<file path="src/rtl/vga_pkg.sv">
// Shared VGA timing defaults and the coordinate type used by the scan generator
// and the colour mapper.
package vga_pkg;

  localparam int COORD_W = 10;

  localparam int H_VISIBLE_DEF = 640;
  localparam int H_FRONT_DEF   = 16;
  localparam int H_SYNC_DEF    = 96;
  localparam int H_BACK_DEF    = 48;
  localparam int V_VISIBLE_DEF = 480;
  localparam int V_FRONT_DEF   = 10;
  localparam int V_SYNC_DEF    = 2;
  localparam int V_BACK_DEF    = 33;

  typedef logic [COORD_W-1:0] coord_t;

  function automatic int axis_total(input int visible, input int front,
                                    input int sync, input int back);
    return visible + front + sync + back;
  endfunction

endpackage

</file>
<file path="src/rtl/vga_axis_counter.sv">
// One scan axis: a wrapping position counter plus sync / visible decode taken
// straight from the count register.
module vga_axis_counter
  import vga_pkg::*;
#(
  parameter int VISIBLE = 640,
  parameter int FRONT   = 16,
  parameter int SYNC    = 96,
  parameter int BACK    = 48
) (
  input  logic   Clk,
  input  logic   Reset,
  input  logic   en,
  output coord_t count,
  output logic   sync_n,
  output logic   visible,
  output logic   wrap
);

  localparam int     TOTAL      = axis_total(VISIBLE, FRONT, SYNC, BACK);
  localparam int     SYNC_START = VISIBLE + FRONT;
  localparam int     SYNC_END   = VISIBLE + FRONT + SYNC;
  localparam coord_t LAST       = coord_t'(TOTAL - 1);

  if (TOTAL > (1 << COORD_W)) begin : g_total_check
    $error("vga_axis_counter: TOTAL=%0d does not fit a %0d-bit counter", TOTAL, COORD_W);
  end

  coord_t r_count;
  logic   w_at_last;

  assign w_at_last = (r_count == LAST);

  always_ff @(posedge Clk) begin
    if (Reset) begin
      r_count <= '0;
    end else if (en) begin
      r_count <= w_at_last ? '0 : r_count + coord_t'(1);
    end
  end

  // Decodes use the registered count so they line up with count itself.
  assign count   = r_count;
  assign wrap    = en && w_at_last;
  assign sync_n  = !((int'(r_count) >= SYNC_START) && (int'(r_count) < SYNC_END));
  assign visible = (int'(r_count) < VISIBLE);

endmodule

</file>
<file path="src/rtl/vga_scan_generator.sv">
// VGA raster scan timing: pixel strobe at Clk/2, horizontal and vertical
// position counters, active-low syncs, visible-area flag and frame strobe.
module vga_scan_generator
  import vga_pkg::*;
#(
  parameter int H_VISIBLE = H_VISIBLE_DEF,
  parameter int H_FRONT   = H_FRONT_DEF,
  parameter int H_SYNC    = H_SYNC_DEF,
  parameter int H_BACK    = H_BACK_DEF,
  parameter int V_VISIBLE = V_VISIBLE_DEF,
  parameter int V_FRONT   = V_FRONT_DEF,
  parameter int V_SYNC    = V_SYNC_DEF,
  parameter int V_BACK    = V_BACK_DEF
) (
  input  logic   Clk,
  input  logic   Reset,
  output logic   pixel_ce,
  output logic   hs,
  output logic   vs,
  output logic   display_on,
  output coord_t DrawX,
  output coord_t DrawY,
  output logic   frame_start
);

  logic   r_div;
  coord_t w_hc;
  coord_t w_vc;
  logic   w_h_wrap;
  logic   w_h_vis;
  logic   w_v_vis;
  logic   w_h_sync_n;
  logic   w_v_sync_n;
  logic   w_unused_v_wrap;

  // Reset clears div so the first post-reset cycle carries the strobe.
  always_ff @(posedge Clk) begin
    if (Reset) begin
      r_div <= 1'b0;
    end else begin
      r_div <= ~r_div;
    end
  end

  vga_axis_counter #(
    .VISIBLE (H_VISIBLE),
    .FRONT   (H_FRONT),
    .SYNC    (H_SYNC),
    .BACK    (H_BACK)
  ) u_h_axis (
    .Clk     (Clk),
    .Reset   (Reset),
    .en      (r_div),
    .count   (w_hc),
    .sync_n  (w_h_sync_n),
    .visible (w_h_vis),
    .wrap    (w_h_wrap)
  );

  vga_axis_counter #(
    .VISIBLE (V_VISIBLE),
    .FRONT   (V_FRONT),
    .SYNC    (V_SYNC),
    .BACK    (V_BACK)
  ) u_v_axis (
    .Clk     (Clk),
    .Reset   (Reset),
    .en      (w_h_wrap),
    .count   (w_vc),
    .sync_n  (w_v_sync_n),
    .visible (w_v_vis),
    .wrap    (w_unused_v_wrap)
  );

  assign pixel_ce    = r_div;
  assign DrawX       = w_hc;
  assign DrawY       = w_vc;
  assign hs          = w_h_sync_n;
  assign vs          = w_v_sync_n;
  assign display_on  = w_h_vis && w_v_vis;
  assign frame_start = r_div && (w_hc == '0) && (w_vc == '0);

endmodule

</file>
<file path="config.mk">
export PLATFORM = sky130hd
export DESIGN_NAME = vga_scan_generator
export DESIGN_NICKNAME = d
export VERILOG_FILES = /design/src/rtl/vga_pkg.sv /design/src/rtl/vga_axis_counter.sv /design/src/rtl/vga_scan_generator.sv
export SDC_FILE = /design/constraint.sdc
export NUM_CORES = 1
export LEC_CHECK = 0
export ABC_CLOCK_PERIOD_IN_PS = 2790
export BUFFER_PORTS_ARGS = -buffer_cell sky130_fd_sc_hd__buf_2
export CAP_MARGIN = 20
export CORE_MARGIN = 3
export CORE_UTILIZATION = 52
export DETAILED_ROUTE_END_ITERATION = 16
export MAX_ROUTING_LAYER = met4
export PLACE_DENSITY = 0.74
export SYNTH_ARGS = -nofsm -noshare
export SYNTH_HDL_FRONTEND = slang
export SYNTH_HIERARCHICAL = 1
export SYNTH_SLANG_ARGS = --single-unit
</file>
<file path="constraint.sdc">
create_clock -name Clk -period 2.79 [get_ports Clk]
set_clock_uncertainty 0.05 [all_clocks]
set_input_delay 0.837 -clock Clk [delete_from_list [all_inputs] [get_ports Clk]]
set_output_delay 0.837 -clock Clk [all_outputs]
set_load 0.03 [all_outputs]
</file>
==> results.md, run 1 <==
Worst setup path:
- The sort of element at the start of the critical path is a register.
- Of all nets on the critical path, the largest fanout is 7.
- Data on the critical path is required at its endpoint by approximately 1.9 ns.
- Data on the critical path arrives at its endpoint at around 1.5 ns.
- The sort of element at the end of the critical path is a primary output.
- The category of the critical setup timing path is register to primary output.

STA:
- The worst-case setup margin in the final layout is 0.3688 ns.
- Setup total negative slack on the finished layout was measured at 0 ns.
- The total of endpoints with negative setup slack in the final report is 0.
- Setup repair after global routing left no endpoint under its margin.
- The worst path needs about 2.4 ns of the cycle, external delays included.
- The slew at the pin closest to its max-slew limit is roughly 0.5 ns.
- The final number of hold-violating endpoints is 0.
- The worst relative slew slack is between 60% and 70%.
- Based on the critical path, the design can be clocked at up to roughly 410 MHz.
- In the finished design, the share of the clock period the worst path needs comes to 86.78%.
- The final number of max-transition violations was 0.

Placed design:
- The worst slack after detailed placement is between 0.4 and 0.5 ns.
- Routability-driven placement finished with a final weighted congestion of around 0.82.
- Summing all placed instances gives a cell area of between 0.001 and 0.0015 mm^2.
- Detailed placement ended at an HPWL of 1920 um.
- After detailed placement, the design holds a cell count of approximately 180.
- The port buffer count is 26.

Routing:
- The detailed router finished its first iteration with 26 violations.
- The remaining design rule violation count is 0.
- The routed wire length is 2577 um.
- The routed length per instance is around 14 um.
- The count of nets left with antenna violations once routing finished came out at 0.
- Across all layers, the routed design uses 1097 vias.
- The total iterations of the first detailed-routing run is 4.
- The detail-routed via count per cell is 5.866.

GRT:
- The total congestion overflow is 0.
- The initial antenna violation count is 0.
- The first global-routing pass estimated about 4300 um of wire.
- Global routing consumed, over all layers together, 20.95% of the routing resources.
- The via count of the first global-routing pass came to between 900 and 1000.
- Entering global routing, the biggest net connects 12 pins.

Floorplanning:
- The die span in y is about 53 um.
- The die covers 0.002803 mm^2.
- Row generation in the floorplan step produced 16 rows.
- The number of placed I/O pins is 27.
- In this run the horizontal extent of the chip is approximately 53 um.
- The region available for standard cell placement spans about 0.002 mm^2.
- The initial cell density of the core is a little under three fifths.

CTS:
- Clock tree synthesis found a total of 21 sinks.
- In this run the number of H-tree levels came out at 1.
- The CTS buffer count is 3.
- Clock-pin slew was measured on the worst setup and hold paths at 0.12 ns.
- The number of setup buffers added after CTS is 0.
- TritonCTS built the clock tree.
- The number of hold buffers added after CTS was 0.
- The maximum clock path buffer count is 2.
- Post-CTS repair changed the size of 0 cells.
- The clock latency at the later pin of the worst-skew pair is ~0.30 ns.
- The library cell used as clock root buffer is sky130_fd_sc_hd__clkbuf_4.

Job:
- The number of maximum-capacitance violations is 0.

Layout:
- The post-route netlist has between 20% and 30% of its cells at a drive strength greater than 1.
- The layout-stage area growth over the synthesis result is 16.38%.
- The post-route cell area is roughly 0.0013 mm^2.
- The number of antenna diodes in the final layout is 0.
- The post-layout instance count excluding filler cells is 187.
- The number of nets in the finished design is between 150 and 200.

Yosys:
- The cell area after technology mapping is around 0.0011 mm^2.
- The average cell area after synthesis is roughly 8.7 um^2.
- The Yosys step of the flow raised 6 warnings.
- The gate count of the mapped netlist is around 130.
- The net count of the mapped netlist is between 100 and 150.

Power:
- The power density of the placed cells is 369.2 mW/mm^2.
- VDD sags by at most between 0.0003 and 0.0004 V.
- In this run the static leakage power is 0.5282 nW.
- The design draws between 0.4 and 0.5 mW.

Worst hold path:
- In this run the worst hold path is classified as register to register.

Run status:
- The run finished with clean final reports.
-- path summary, 6_finish.rpt --
path | slack [ns] | start | end | cells past startpoint
min | 0.50 | u_h_axis/count[9] | u_h_axis/count[9] | 2
min reg2reg | 0.50 | u_h_axis/count[9] | u_h_axis/count[9] | 2
max | 0.37 | u_v_axis/count[3] | vs | 3
max reg2reg | 0.46 | u_h_axis/count[0] | u_v_axis/count[1] | 7
-- report_power, final --
group / switching [mW] / internal [mW]
logic: 0.0235 / 0.0131
clock network: 0.0896 / 0.0557
registers: 0.00704 / 0.303
-- metrics by stage --
stage,util [%],hold WS (ns)
final,65.97,0.4994
after detailed placement,64.67,0.4861
after floorplan,-,0.5057
after global placement,64.67,0.4671
after global routing,65.97,0.5461
after CTS,65.97,0.5038
-- layer usage --
layer / vias up / track usage (%) / part of all wire (%)
met2: 36 / 33.47 / 48
met5: - / - / 0
li1: 540 / - / -
met4: 0 / 8.511 / 0.97
met3: 4 / 3.099 / 6.0
met1: 517 / 26.46 / 45
-- critical path: stages (launching register included) --
cell and delay [ns]:
sky130_fd_sc_hd__dfxtp_1 0.52, sky130_fd_sc_hd__nor4b_1 0.35, sky130_fd_sc_hd__o211ai_1 0.16, sky130_fd_sc_hd__buf_2 0.21
-- sequential cells by signal, summed over array words and instances (netlist names) --
signal and flops:
pixel_ce 1, u_v_axis/count 10, u_h_axis/count 10
-- placed cells by master, fill, tap and decap left out, types with 2 or more instances in the layout --
| master | instances |
|---|---|
| sky130_fd_sc_hd__buf_2 | 26 |
| sky130_fd_sc_hd__dfxtp_1 | 21 |
| sky130_fd_sc_hd__nor2_1 | 15 |
| sky130_fd_sc_hd__nand2_1 | 10 |
| sky130_fd_sc_hd__a21oi_1 | 10 |
| sky130_fd_sc_hd__nand4_1 | 8 |
| sky130_fd_sc_hd__inv_1 | 8 |
| sky130_fd_sc_hd__o21ai_0 | 7 |
| sky130_fd_sc_hd__xor2_1 | 6 |
| sky130_fd_sc_hd__nor4_1 | 5 |
| sky130_fd_sc_hd__or3_1 | 5 |
| sky130_fd_sc_hd__ha_1 | 5 |
| sky130_fd_sc_hd__nand3_1 | 4 |
| sky130_fd_sc_hd__o31ai_1 | 4 |
| sky130_fd_sc_hd__or4_1 | 4 |
| sky130_fd_sc_hd__clkbuf_4 | 3 |
| sky130_fd_sc_hd__nor3_1 | 2 |
| sky130_fd_sc_hd__mux2i_1 | 2 |
| sky130_fd_sc_hd__xnor2_1 | 2 |
-- layout make-up --
cell class | instances | area, um^2
multi-input cells | 100 | 685.7
flip-flops and latches | 21 | 420.4
fillers | 186 | 688.2
repair buffers | 27 | 137.6
well taps | 27 | 33.78
inverters | 8 | 30.03
clock buffers | 4 | 26.28
(Power assumes the default switching activity.)
==> inputs of run 2 (changes only) <==
Settings changed: ABC_AREA set to 1, CORE_UTILIZATION 52 to 53, TNS_END_PERCENT set to 50.
==> run 2 against run 1 <==
Compared with the run above:
- sequential power hardly changed
- design area rose by 9.3%
- flip-flop and latch count unchanged
- count of clock-buffer cells in the layout did not move
- combinational power down 2%
- worst setup slack better by 0.048 ns
- sequential share of layout area is 2.7 points lower
- clock power up 6%
- fmax up 2.0%
- critical path type unchanged
- critical endpoint unchanged
- largest cell class unchanged
- largest power group unchanged
==> results.md, run 2 <==
Placed design:
- The worst slack after detailed placement was 0.7208 ns (+0.2486 ns).
- The routability congestion estimate from global placement is 0.8457 (+2.9%).
- The total half-perimeter wirelength after legalization and detailed placement is 2224 um (+16%).
- The port buffer count is 26 (unchanged).

STA:
- The worst-case setup margin in the final layout is 0.4172 ns (+0.04838 ns).
- The final number of max-transition violations is 0 (unchanged).
- The total of endpoints with negative setup slack in the final report came to 0 (unchanged).
- The final period utilization is 85.05% (-1.7 points).
- The final number of hold-violating endpoints is 0 (unchanged).
- The setup TNS is 0 ns (unchanged).
- The fmax was 421.4 MHz (+2.0%).
- The worst relative slew slack is 67.36% (+0.84 points).
- The slew at the pin closest to its max-slew limit is 0.4877 ns (-0.01274 ns).
- Setup repair after global routing left no endpoint under its margin.
- The final critical-path required period came to 2.373 ns (-0.04838 ns).

CTS:
- The number of setup buffers added after CTS is 0 (unchanged).
- The CTS buffer count is 3 (unchanged).
- The root buffer cell chosen for the clock tree is sky130_fd_sc_hd__clkbuf_4.
- The CTS H-tree depth is 1 (unchanged).
- The post-cts hold buffer count is 0 (unchanged).
- The number of clock sinks seen by CTS was 21 (unchanged).
- The TritonCTS clock tree is built.
- The clock-pin slew reported for the worst setup and hold paths after clock tree synthesis is 0.12 ns (about the same).
- The number of resized instances in the post-cts repair step came to 0 (unchanged).
- The clock latency at the later pin of the worst-skew pair was 0.31 ns (about the same).
- The maximum clock path buffer count came to 2 (unchanged).

Layout:
- The area taken by flip-flops and latches was 420.4 um^2 (unchanged).
- The layout filler cell count is 213 (+15%).
- The layout-stage area growth over the synthesis result is 15.12%.
- The layout cell share with drive strength beyond 1 is 22.58% (-0.54 points).
- The number of nets in the finished design is 225 (+34%).
- The count of inserted antenna diode cells is 0 (unchanged).
- The area taken by multi-input logic gates is 729.5 um^2 (+6.4%).
- The final core utilization was 65.27% (-0.70 points).
- In the layout the commonest cells are sky130_fd_sc_hd__nor2_1 (43), sky130_fd_sc_hd__nand2_1 (37), sky130_fd_sc_hd__inv_1 (30).
- The most frequent standard cell in the layout excluding fill and tap cells is sky130_fd_sc_hd__nor2_1.

Floorplanning:
- The area of the core is 0.002233 mm^2 (+10%).
- The horizontal die dimension came to 54.88 um (+3.7%).
- The number of placed I/O pins was 27 (unchanged).
- The die span in y is 54.88 um (+3.7%).
- The die area is 0.003012 mm^2 (+7.4%).
- The placement row count was 17 (+1).
- The initial cell density of the core was 56.69% (about the same).

Worst setup path:
- The maximum fanout encountered on the critical timing path is 6 (-1).
- The category of the critical setup timing path is register to primary output.
- Walking the worst path, the cells encountered are nand2_2, nor2_1, o211ai_1, buf_2.
- The sort of element at the end of the critical path is a primary output.
- The sort of element at the start of the critical path is a register.
- The data required time of the worst path came to 1.90 ns (about the same).
- Tracing the worst setup path back leads to its startpoint at u_v_axis/count[5].
- The critical path arrival is 1.49 ns (-0.04 ns).
- The library cell contributing the largest single delay on the critical path is sky130_fd_sc_hd__dfxtp_1.
- In this run the critical register-to-register path is launched from u_h_axis/count[0].
- The highest cell delay on the worst timing path came to 0.45 ns (-0.07 ns).

Routing:
- The detail-routed via count per cell came to 5.037 (-14%).
- The remaining design rule violation count is 0 (unchanged).
- The met1 layer wirelength in the final routing is 1358 um (+16%).
- The wire length on met3 is 166 um (+7.8%).
- The top layer reached by signal wires is met4.
- The total number of vias was 1234 (+12%).
- The routed length per instance is 11.66 um (-15%).
- The total iterations of the first detailed-routing run is 4 (unchanged).
- The violation count after the first detailed-routing iteration was 27 (+3.8%).
- The routed length on met2 is 1292 um (+5.1%).
- The routed wire length is 2857 um (+11%).
- The residual antenna-violating net count after detailed routing is 0 (unchanged).

Worst hold path:
- The tightest min-delay check is of the register to register type.
- The startpoint identified for the worst hold timing path is pixel_ce.

Yosys:
- The net count of the mapped netlist is 194 (+41%).
- The cell area after technology mapping was 0.001266 mm^2 (+10%).
- The Yosys warning count came to 6 (unchanged).
- The gate count of the mapped netlist came to 187 (+43%).
- The average cell area after synthesis was 6.771 um^2 (-23%).

GRT:
- The largest net degree at the start of global routing is 12 (unchanged).
- The first-pass GRT wire length came to 4664 um (+9.2%).
- The total congestion overflow is 0 (unchanged).
- The initial antenna violation count is 0 (unchanged).
- The via count of the first global-routing pass is 1088 (+12%).
- The all-layer global routing usage came to 22.20% (+1.2 points).

Power:
- The maximum vdd ir drop is 0.0003060 V (+1.0%).
- The net switching share of the total power was 25.72% (+1.3 points).
- The sequential share of power is 62.1% (-1.0 points).
- The net switching power is 0.1282 mW (+6.8%).
- The power density of the placed cells is 342.0 mW/mm^2 (-7.4%).
- The logic gate share of total power was 7.2% (-0.2 points).
- The internal power of the cells is 0.3703 mW (-0.54%).
- The static leakage is 0.7125 nW (+35%).
- The clock share of power is 30.7% (+1.2 points).

Job:
- The number of maximum-capacitance violations is 0 (unchanged).

Run status:
- The run finished with clean final reports.
==> run 2: through the flow <==
step	power, mW	std cells	instance area [um^2]	hold WS (ns)
finish	0.4985	245	1458	0.5184
global route	0.5199	245	1458	0.5683
floorplan	0.3410	187	1266	0.5709
CTS	0.5071	245	1458	0.5265
global placement	0.3519	241	1431	0.4816
detailed placement	0.3527	241	1431	0.4982
==> run 2: final timing paths <==
path / endpoint / slack (ns) / cells after the start
min: pixel_ce / 0.52 / 1
min reg2reg: pixel_ce / 0.52 / 1
max reg2reg: u_v_axis/count[0] / 0.69 / 10
max: vs / 0.42 / 4
==> run 2: cell type report <==
cell class | instances | share of cell area [%]
Multi-Input combinational cell | 135 | 50.04
Sequential cell | 21 | 28.84
Timing Repair Buffer | 26 | 8.927
Inverter | 31 | 7.983
Tap cell | 28 | 2.403
Clock buffer | 4 | 1.803
==> run 2: layer usage <==
metal,vias up,global-route usage [%]
met5,-,-
met4,0,10.37
met3,4,2.725
met2,37,32.28
met1,561,30.21
li1,632,-
==> run 2: power by group through the flow <==
stage	sequential, mW	combinational, mW	clock, mW
after floorplan	0.323	0.0181	0
after global placement	0.316	0.0360	0
after detailed placement	0.316	0.0364	0
after CTS	0.310	0.0366	0.161
after global routing	0.311	0.0417	0.167
final	0.309	0.0360	0.153
==> run 2: worst max-delay path, delay by kind of cell (launching register included) <==
kind | cells | cell delay, ns
buffers and inverters | 1 | 0.20
and+or+nand+nor | 2 | 0.39
DFF | 1 | 0.45
AOI/OAI and AO/OA | 1 | 0.14
==> inputs of run 3 (changes only) <==
Settings changed: CORE_UTILIZATION 53 to 50, PLACE_DENSITY 0.74 to 0.7.
==> run 3 against run 2 <==
Compared with the run above:
- flip-flop and latch count unchanged
- sequential share of layout area unchanged
- critical path type unchanged
- largest power group unchanged
- worst setup slack lost 0.018 ns
==> results.md, run 3 (synthesis gave the netlist of run 2 again) <==
Run status:
- The flow ran to the end, and the final reports show no timing, DRC or antenna violations.

Power:
- The power density of the placed cells is 339.9 mW/mm^2 (-0.62%).
- The static leakage is 0.7125 nW (unchanged).
- The maximum vdd ir drop is 0.0002320 V (-24%).

Worst setup path:
- The source of the worst register-to-register timing path is u_h_axis/count[1].
- The signal on the critical path passes through nand2_2, nor2_1, nor2_1, nand2_1, inv_1, buf_2.
- STA classifies the critical path startpoint as a register.
- Broken down by cell family, the worst path's largest delay share belongs to simple AND/OR/NAND/NOR gates.
- The critical path is of the register to primary output type.
- The buffering stage count on the worst path with inverters included is 2 (+1).
- The dominant cell type by count on the critical path is sky130_fd_sc_hd__nor2_1.
- The startpoint of the most critical setup path is u_v_axis/count[5].
- The critical path arrival is 1.50 ns (about the same).
- Among all stages on the critical path, the largest delay is contributed by sky130_fd_sc_hd__dfxtp_1.
- The maximum fanout encountered on the critical timing path is 6 (unchanged).
- The data required time of the worst path is 1.90 ns (about the same).
- The worst setup path is captured at a primary output.
- The highest cell delay on the worst timing path is 0.46 ns (about the same).

Floorplanning:
- The die area was 0.003173 mm^2 (+5.3%).
- The initial cell density of the core is 55.12% (-1.6 points).
- The number of placed I/O pins is 27 (unchanged).
- The die span in y came to 56.33 um (+2.6%).
- The area of the core came to 0.002297 mm^2 (+2.9%).
- The placement row count is 17 (unchanged).
- The horizontal die dimension is 56.33 um (+2.6%).

Layout:
- The number of nets in the finished design was 225 (unchanged).
- The library cell used most frequently in the layout, excluding fill and tap cells, is sky130_fd_sc_hd__nor2_1.
- The layout-stage area growth over the synthesis result is 15.12% (unchanged).
- The layout cell share with drive strength beyond 1 is 22.58% (unchanged).
- The final core utilization is 63.45% (-1.8 points).
- The count of inserted antenna diode cells is 0 (unchanged).
- The top cell types in the final layout, fill and taps aside, are sky130_fd_sc_hd__nor2_1 (43), sky130_fd_sc_hd__nand2_1 (37), sky130_fd_sc_hd__inv_1 (30).

Routing:
- The routed wire length is 2797 um (-2.1%).
- The routed length per instance is 11.42 um (-2.1%).
- The detail-routed via count per cell came to 5.024 (-0.24%).
- The violation count after the first detailed-routing iteration came to 51 (+89%).
- The residual antenna-violating net count after detailed routing is 0 (unchanged).
- The total iterations of the first detailed-routing run is 4 (unchanged).
- The total number of vias is 1231 (-0.24%).
- The remaining design rule violation count is 0 (unchanged).

STA:
- The worst hold slack after final layout is 0.5051 ns (-0.01330 ns).
- The worst-case setup margin in the final layout was 0.3989 ns (-0.01836 ns).
- The worst relative slew slack is 68.42% (+1.1 points).
- The slew at the pin closest to its max-slew limit was 0.4720 ns (-0.01578 ns).
- The fmax is 418.2 MHz (-0.77%).
- The setup TNS was 0 ns (unchanged).
- The final period utilization is 85.70% (+0.66 points).
- The final number of max-transition violations is 0 (unchanged).
- The total of endpoints with negative setup slack in the final report is 0 (unchanged).
- The final critical-path required period came to 2.391 ns (+0.01836 ns).
- The final number of hold-violating endpoints is 0 (unchanged).
- Setup repair after global routing left no endpoint under its margin.

CTS:
- The clock-pin slew reported for the worst setup and hold paths after clock tree synthesis is 0.12 ns (about the same).
- The number of resized instances in the post-cts repair step is 0 (unchanged).
- The number of setup buffers added after CTS is 0 (unchanged).
- The post-cts hold buffer count is 0 (unchanged).
- The CTS H-tree depth is 1 (unchanged).
- The number of clock sinks seen by CTS came to 21 (unchanged).
- The CTS buffer count was 3 (unchanged).
- The TritonCTS clock tree is built.
- The tree is rooted in a sky130_fd_sc_hd__clkbuf_4.
- The clock latency at the later pin of the worst-skew pair is 0.30 ns (about the same).
- The maximum clock path buffer count was 2 (unchanged).

GRT:
- The largest net degree at the start of global routing came to 12 (unchanged).
- The total congestion overflow is 0 (unchanged).
- The first-pass GRT wire length is 4685 um (+0.45%).
- The via count of the first global-routing pass was 1033 (-5.1%).
- The all-layer global routing usage came to 18.84% (-3.4 points).
- The initial antenna violation count is 0 (unchanged).

Placed design:
- The worst slack after detailed placement is 0.7654 ns (+0.04457 ns).
- The port buffer count came to 26 (unchanged).
- The total half-perimeter wirelength after legalization and detailed placement is 2077 um (-6.6%).
- The routability congestion estimate from global placement is 0.9182 (+8.6%).

Job:
- The number of maximum-capacitance violations was 0 (unchanged).

Worst hold path:
- The launch point of the worst hold path is pixel_ce.
- The worst min-delay path category is register to register.
-- run 3: cell counts in the layout (fill, tap and decap cells not counted) --
Identical to the previous run, type by type.
-- run 3: worst register-to-register path, cell delays in order (launching register included) --
cell and delay (ns):
sky130_fd_sc_hd__dfxtp_1 0.42, sky130_fd_sc_hd__ha_1 0.24, sky130_fd_sc_hd__nand2_1 0.07, sky130_fd_sc_hd__inv_1 0.06
sky130_fd_sc_hd__nand3_1 0.10, sky130_fd_sc_hd__nor2_1 0.39, sky130_fd_sc_hd__nand2_2 0.13, sky130_fd_sc_hd__nor2_4 0.18
sky130_fd_sc_hd__nand2_4 0.08, sky130_fd_sc_hd__nor2_1 0.08, sky130_fd_sc_hd__nand2_1 0.05, sky130_fd_sc_hd__nand2_1 0.06
sky130_fd_sc_hd__nor2_1 0.04
-- run 3: stage by stage --
step | instances | power (mW) | cell area [um^2]
after floorplan | 187 | 0.3410 | 1266
after global placement | 241 | 0.3521 | 1431
after detailed placement | 241 | 0.3529 | 1431
after CTS | 245 | 0.5058 | 1458
after global routing | 245 | 0.5230 | 1458
final | 245 | 0.4954 | 1458
-- run 3: path summary, 6_finish.rpt --
path / endpoint / cells past startpoint / slack (ns)
min: pixel_ce / 1 / 0.51
max reg2reg: u_v_axis/count[7] / 12 / 0.73
max: display_on / 6 / 0.40
min reg2reg: pixel_ce / 1 / 0.51
-- run 3: power by group --
part           internal (mW)  switching, mW  total, mW
logic                 0.0108         0.0254     0.0362
registers              0.304        0.00600      0.310
clock network         0.0558         0.0939      0.150
-- run 3: layout make-up --
cell class                 count  area (um^2)
fill                         222        839.6
tap                           28        35.03
timing repair buffer          26        130.1
inverter                      31        116.4
clock buffer                   4        26.28
multi-input combinational    135        729.5
sequential                    21        420.4
-- run 3: metal layers --
metal	share of wire (%)	track usage (%)
met1	51	27.59
met2	42	25.21
met4	2.1	8.136
met3	5.0	2.989
met5	0	-
